[src/rtl/fifo_rd_stream_skid.sv]
// ---------------------------------------------------------------------------
// fifo_rd_stream_skid
//
// Purpose:
//   Read-side adapter that sits directly after a synchronous FIFO with a
//   show-ahead head word (fifo_ne / fifo_rd_data / fifo_re). It turns that
//   interface into a valid/ready stream whose data comes straight from a
//   register. A two-entry skid buffer (head + tail) keeps one word per clock
//   flowing.
//
//   fifo_re is computed only from registered occupancy and the FIFO/enable/
//   flush controls. It never looks at out_ready, so the sink's ready does not
//   ripple combinationally back into the FIFO. The cost of this is that a
//   word may already be in flight when the sink stalls; the tail register
//   absorbs it.
//
// Ports:
//   clk           in   1          Rising-edge clock for all state.
//   reset         in   1          Synchronous, active-high reset.
//   enable        in   1          Clock enable; low freezes all state.
//   flush         in   1          Synchronous discard of buffered words.
//   fifo_ne       in   1          Upstream FIFO not empty.
//   fifo_rd_data  in   DATAWIDTH  Upstream FIFO head word (show-ahead).
//   fifo_re       out  1          Pop the upstream FIFO head this cycle.
//   out_data      out  DATAWIDTH  Stream data (head buffer entry).
//   out_valid     out  1          Stream data valid.
//   out_ready     in   1          Sink accepts out_data this cycle.
//   occ           out  2          Buffer occupancy, 0..2.
// ---------------------------------------------------------------------------
module fifo_rd_stream_skid #(
  parameter int DATAWIDTH = 18
) (
  input  logic                 clk,
  input  logic                 reset,
  input  logic                 enable,
  input  logic                 flush,
  input  logic                 fifo_ne,
  input  logic [DATAWIDTH-1:0] fifo_rd_data,
  output logic                 fifo_re,
  output logic [DATAWIDTH-1:0] out_data,
  output logic                 out_valid,
  input  logic                 out_ready,
  output logic [1:0]           occ
);

  // Occupancy doubles as the FSM state; encoding equals the word count so
  // occ can be driven straight from the state register.
  typedef enum logic [1:0] {
    EMPTY = 2'd0,
    ONE   = 2'd1,
    FULL  = 2'd2
  } countState_e;

  countState_e           count_q, count_d;
  logic [DATAWIDTH-1:0]  head_q,  head_d;
  logic [DATAWIDTH-1:0]  tail_q,  tail_d;

  logic push;
  logic pop;

  // Handshake terms. push depends only on registered occupancy and the
  // upstream/control inputs, never on out_ready. Both push and out_valid are
  // also held low during reset so that no FIFO pop or sink transfer happens
  // in a cycle whose effect the reset would throw away.
  always_comb begin
    push      = !reset && enable && !flush && fifo_ne && (count_q != FULL);
    out_valid = !reset && enable && (count_q != EMPTY);
    pop       = out_valid && out_ready;
  end

  assign fifo_re  = push;
  assign out_data = head_q;
  assign occ      = count_q;

  // Next-state logic for the skid buffer. The head register is always the
  // word being presented; the tail only ever holds the single word that was
  // already popped from the FIFO when the sink stalled. Simultaneous push and
  // pop in ONE replaces the head directly, which is what gives full-rate
  // streaming through a single register. FULL never pushes, so on a pop the
  // tail simply moves up into the head.
  always_comb begin
    count_d = count_q;
    head_d  = head_q;
    tail_d  = tail_q;

    if (enable) begin
      if (flush) begin
        count_d = EMPTY;
      end else begin
        case (count_q)
          EMPTY: begin
            if (push) begin
              head_d  = fifo_rd_data;
              count_d = ONE;
            end
          end
          ONE: begin
            if (push && pop) begin
              head_d = fifo_rd_data;
            end else if (push) begin
              tail_d  = fifo_rd_data;
              count_d = FULL;
            end else if (pop) begin
              count_d = EMPTY;
            end
          end
          FULL: begin
            if (pop) begin
              head_d  = tail_q;
              count_d = ONE;
            end
          end
          default: begin
            count_d = EMPTY;
          end
        endcase
      end
    end
  end

  // State registers with synchronous reset. Reset clears the data registers
  // as well so out_data reads zero until the first word is captured.
  always_ff @(posedge clk) begin
    if (reset) begin
      count_q <= EMPTY;
      head_q  <= '0;
      tail_q  <= '0;
    end else begin
      count_q <= count_d;
      head_q  <= head_d;
      tail_q  <= tail_d;
    end
  end

endmodule

[config.mk]
export PLATFORM = sky130hd
export DESIGN_NAME = fifo_rd_stream_skid
export DESIGN_NICKNAME = d
export VERILOG_FILES = /design/src/rtl/fifo_rd_stream_skid.sv
export SDC_FILE = /design/constraint.sdc
export NUM_CORES = 1
export LEC_CHECK = 0
export CORE_ASPECT_RATIO = 1.4
export CORE_MARGIN = 5
export CORE_UTILIZATION = 46
export CTS_CLUSTER_SIZE = 20
export DETAILED_ROUTE_END_ITERATION = 8
export DONT_BUFFER_PORTS = 1
export GPL_TIMING_DRIVEN = 0
export PLACE_DENSITY = 0.71
export RECOVER_POWER = 50
export SLEW_MARGIN = 5
export SYNTH_ARGS = -nofsm -noshare
export SYNTH_HDL_FRONTEND = slang
export SYNTH_SLANG_ARGS = --single-unit
[constraint.sdc]
create_clock -name clk -period 2 [get_ports clk]
set_input_delay 0.5 -clock clk [delete_from_list [all_inputs] [get_ports clk]]
set_output_delay 0.5 -clock clk [all_outputs]
set_load 0.005 [all_outputs]
==> metrics.log, run 1 <==
[metrics] number of instances in the placed design: 225
[metrics] top-level port count: 46
[metrics] number of cells traversed by the worst register-to-register path: 7
[metrics] GP Congestion: 0.772
[metrics] Post-CTS Repair Setup Buffers: 0
[metrics] count of final setup violators: 0
[metrics] Critical Path, Cell by Cell: nand2b_1, buf_6, buf_6, nor3b_2
[metrics] critical path's top delay family: flip-flops
[metrics] count of flip-flops with a built-in enable after synthesis: 0
[metrics] total standard cell area after synthesis: 1680 sq um
[metrics] synthesized netlist net count: 207
[metrics] vertical extent of the die: 81.6 microns
[metrics] number of violations of the max-capacitance limit: 0
[metrics] final hold vios: 0
[metrics] Hold Path Origin: fifo_rd_data[7]
[metrics] post-synthesis mux area share: 11.3%
[metrics] yosys synthesis warning count: 0
[metrics] maximum buffer depth of the clock tree: 2
[metrics] number of slew-limit violations in the final report: 0
[metrics] Detail Placement HPWL: 2800 microns
[metrics] routed wire length per instance: 16.6 microns
[metrics] aggregate global routing overflow: 0
[metrics] total wirelength of the detailed-routed design: 3850 microns
[metrics] first element of the critical path: occ[0]$_SDFFE_PP0P_
[metrics] combinational family with the most area after synthesis: compound AO/OA/AOI/OAI gates
[metrics] most frequent cells after synthesis: 38 x dfxtp_1, 37 x a21oi_1, 37 x nand2_1
[metrics] relative area change from synthesis to final layout: 11.2%
[metrics] outcome: finished, final reports clean
[metrics] most frequent cell after synthesis: dfxtp_1
[metrics] post-layout util: 51.8%
[metrics] post-synthesis share of cell area spent on xor and xnor gates: 0.520%
[metrics] worst hold-check path type: primary input to register
[metrics] crit path DAT: 1.41 ns
[metrics] buffers plus inverters on the worst setup path: 2
[metrics] cells taking the most area after synthesis: dfxtp_1 45%, mux2i_1 11%, a21oi_1 11%
[metrics] number of clock sinks: 38
[metrics] part of the Yosys area used for sequential elements: 45.2%
[metrics] CP endpoint kind: output port
[metrics] largest area contributor in the netlist: dfxtp_1
[metrics] Die Width: 61.1 microns
[metrics] GRT Resource Usage Total: 17.0%
[metrics] maximum number of pins on one net before global-route repair: 12
[metrics] share of the clock period used by the worst path: 95.3%
[metrics] number of diodes: 0
[metrics] clock-pin slew of the registers on the worst-case setup and hold paths: 0.07 ns
[metrics] starting utilization of the core area: 46.6%
[metrics] Vias: 1304
[metrics] Worst Path Class, Setup: register to output port
[metrics] synthesized area per cell: 9.20 sq um
[metrics] count of routing violations after the opening detailed-route iteration: 17
[metrics] Worst-Margin Slew: 0.675 ns
[metrics] root buffer cell: clkbuf_8
[metrics] clk_lat worst skew: 0.28 ns
[metrics] Synth Area in Adders: 0%
[metrics] RR Startpoint: occ[1]$_SDFFE_PP0P_
[metrics] net total in the final layout: 214
[metrics] average vias per placed instance: 5.62
[metrics] wire length of the first global-routing pass: 6170 microns
[metrics] total leakage power: 0.724 nW
[metrics] fraction of the mapped netlist area in compound gates: 24.3%
[metrics] antenna-violating nets left: 0
[metrics] core box area: 3610 sq um
[metrics] total cell area at the placement stage: 1740 sq um
[metrics] area of the die: 4990 sq um
[metrics] CP Data Required Time: 1.50 ns
[metrics] total number of placement rows: 26
[metrics] CTS tree: built
[metrics] dominant synthesized flop cell: dfxtp_1
[metrics] Slew Limit Headroom: 55.0%
[metrics] cts bufs inserted: 5
[metrics] post-route cell area: 1870 sq um
[metrics] post-synthesis share of cell area spent on and, or, nand and nor gates: 14.0%
[metrics] Critical Path Source Type: register
[metrics] areal power density over the cells: 830 nW/um^2
[metrics] maximum resistive drop on vdd: 0.000521 V
[metrics] Finished Layout Cells: 232
[metrics] cell depth of the worst setup path: 4
[metrics] unrepaired setup endpoints after global routing: false
[metrics] PortBufs: 0
[metrics] worst hold margin: 0.342 ns
[metrics] delay of the slowest cell on the worst path: 0.40 ns
[metrics] register-to-register setup slack: 0.14 ns
[metrics] Max stage delay cell, worst path: dfxtp_4
[metrics] Top cell by count, worst path: buf_6
[metrics] area share of the largest cell type after synthesis: 45.2%
[metrics] number of global-route vias before repair: 1315
[metrics] count of unique library cells instantiated by Yosys: 24
[metrics] number of DRC violations after detailed routing: 0
[metrics] fill count: 336
[metrics] largest fanout on the critical path: 10
[metrics] proportion of synthesized flip-flops having asynchronous set or reset: 0%
[metrics] share of layout cells above drive strength 1: 14.2%
[metrics] initial antenna violation count: 0
[metrics] Seq cells post-synth: 38
[metrics] cell count of the worst hold path: 2
[metrics] setup clock skew after layout: 0.00342 ns
[metrics] router iterations before antenna repair: 4
[metrics] maximum clock rate: 525 MHz
[metrics] CTS H-Tree Depth: 2
[metrics] cells after synthesis: 183
[metrics] post-layout min period: 1.91 ns
[routing by layer]
layer  global-route usage, %  vias to the layer above  part of all wire [%]  wire length (microns)
met1                    17.2                      600                    38                   1450
met4                    8.03                        0                   1.7                     65
met3                    8.02                        4                   9.7                    375
li1                        -                      662                     -                      -
met2                    28.7                       38                    51                   1960
met5                       0                        -                     0                      0
[state kept, by name (all words and copies together), names as in the netlist]
register,flops
out_data,18
occ,2
tail_q,18
[power by group]
part / internal [mW] / total [mW] / switching (mW) / leakage, nW
clock network: 0.399 / 0.651 / 0.252 / 0.0573
logic: 0.0456 / 0.109 / 0.0632 / 0.358
registers: 0.776 / 0.793 / 0.0171 / 0.308
[cell families (layout without fill, tap and decap cells)]
family	Yosys count	in the layout
AOI/OAI and AO/OA	60	60
and+or+nand+nor	51	51
DFF	38	38
muxes	19	19
buffers and inverters	14	21
xor gates and xnor gates	1	1
[placed cells by master (no fill, tap or decap), drive strengths merged]
master,count
a211o,1
a211oi,18
a21oi,38
and2,1
and3b,1
and4bb,1
buf,6
bufinv,1
clkbuf,14
dfxtp,38
mux2i,19
nand2,37
nand2b,3
nand3b,1
nor2,3
nor2b,1
nor3b,2
nor4bb,1
o21ai,1
o311ai,1
o31ai,1
xor2,1
[through the flow]
stage / total power, mW / setup TNS, ns / worst slack [ns]
floorplan: 0.896 / 0 / 0.189
global placement: 0.918 / -0.0797 / -0.0797
detailed placement: 0.920 / -0.116 / -0.116
CTS: 1.57 / 0 / 0.00654
global route: 1.62 / 0 / 0.000610
finish: 1.55 / 0 / 0.0944
[timing repair]
item                                   in CTS  in global routing
endpoints found under the hold margin       0                  0
setup endpoints to repair                   1                 10
gates cloned                                0                  0
gates resized for setup                     5                  4
hold buffers                                0                  0
[cell type report]
class	instances	area (sq um)	share of cell area, %
buffer	14	92.6	4.95
clock buffer	6	82.6	4.41
clock inverter	1	30.0	1.61
multi-input combinational	131	848	45.4
sequential	38	764	40.9
tap	42	52.6	2.81
[worst paths after layout]
kind,end
max reg2reg,out_data[15]$_SDFFE_PP0P_
max,fifo_re
min,tail_q[7]$_SDFFE_PP0P_
min reg2reg,tail_q[7]$_SDFFE_PP0P_
(Power assumes the default switching activity.)
==> run 2, diff against run 1 <==
--- a/config.mk
+++ b/config.mk
@@ -5,6 +5,7 @@
 export SDC_FILE = /design/constraint.sdc
 export NUM_CORES = 1
 export LEC_CHECK = 0
+export CAP_MARGIN = 0
 export CORE_ASPECT_RATIO = 1.4
 export CORE_MARGIN = 5
 export CORE_UTILIZATION = 46
==> results of run 2 <==
The final DEF is identical to that of run 1; final timing and power are the same.
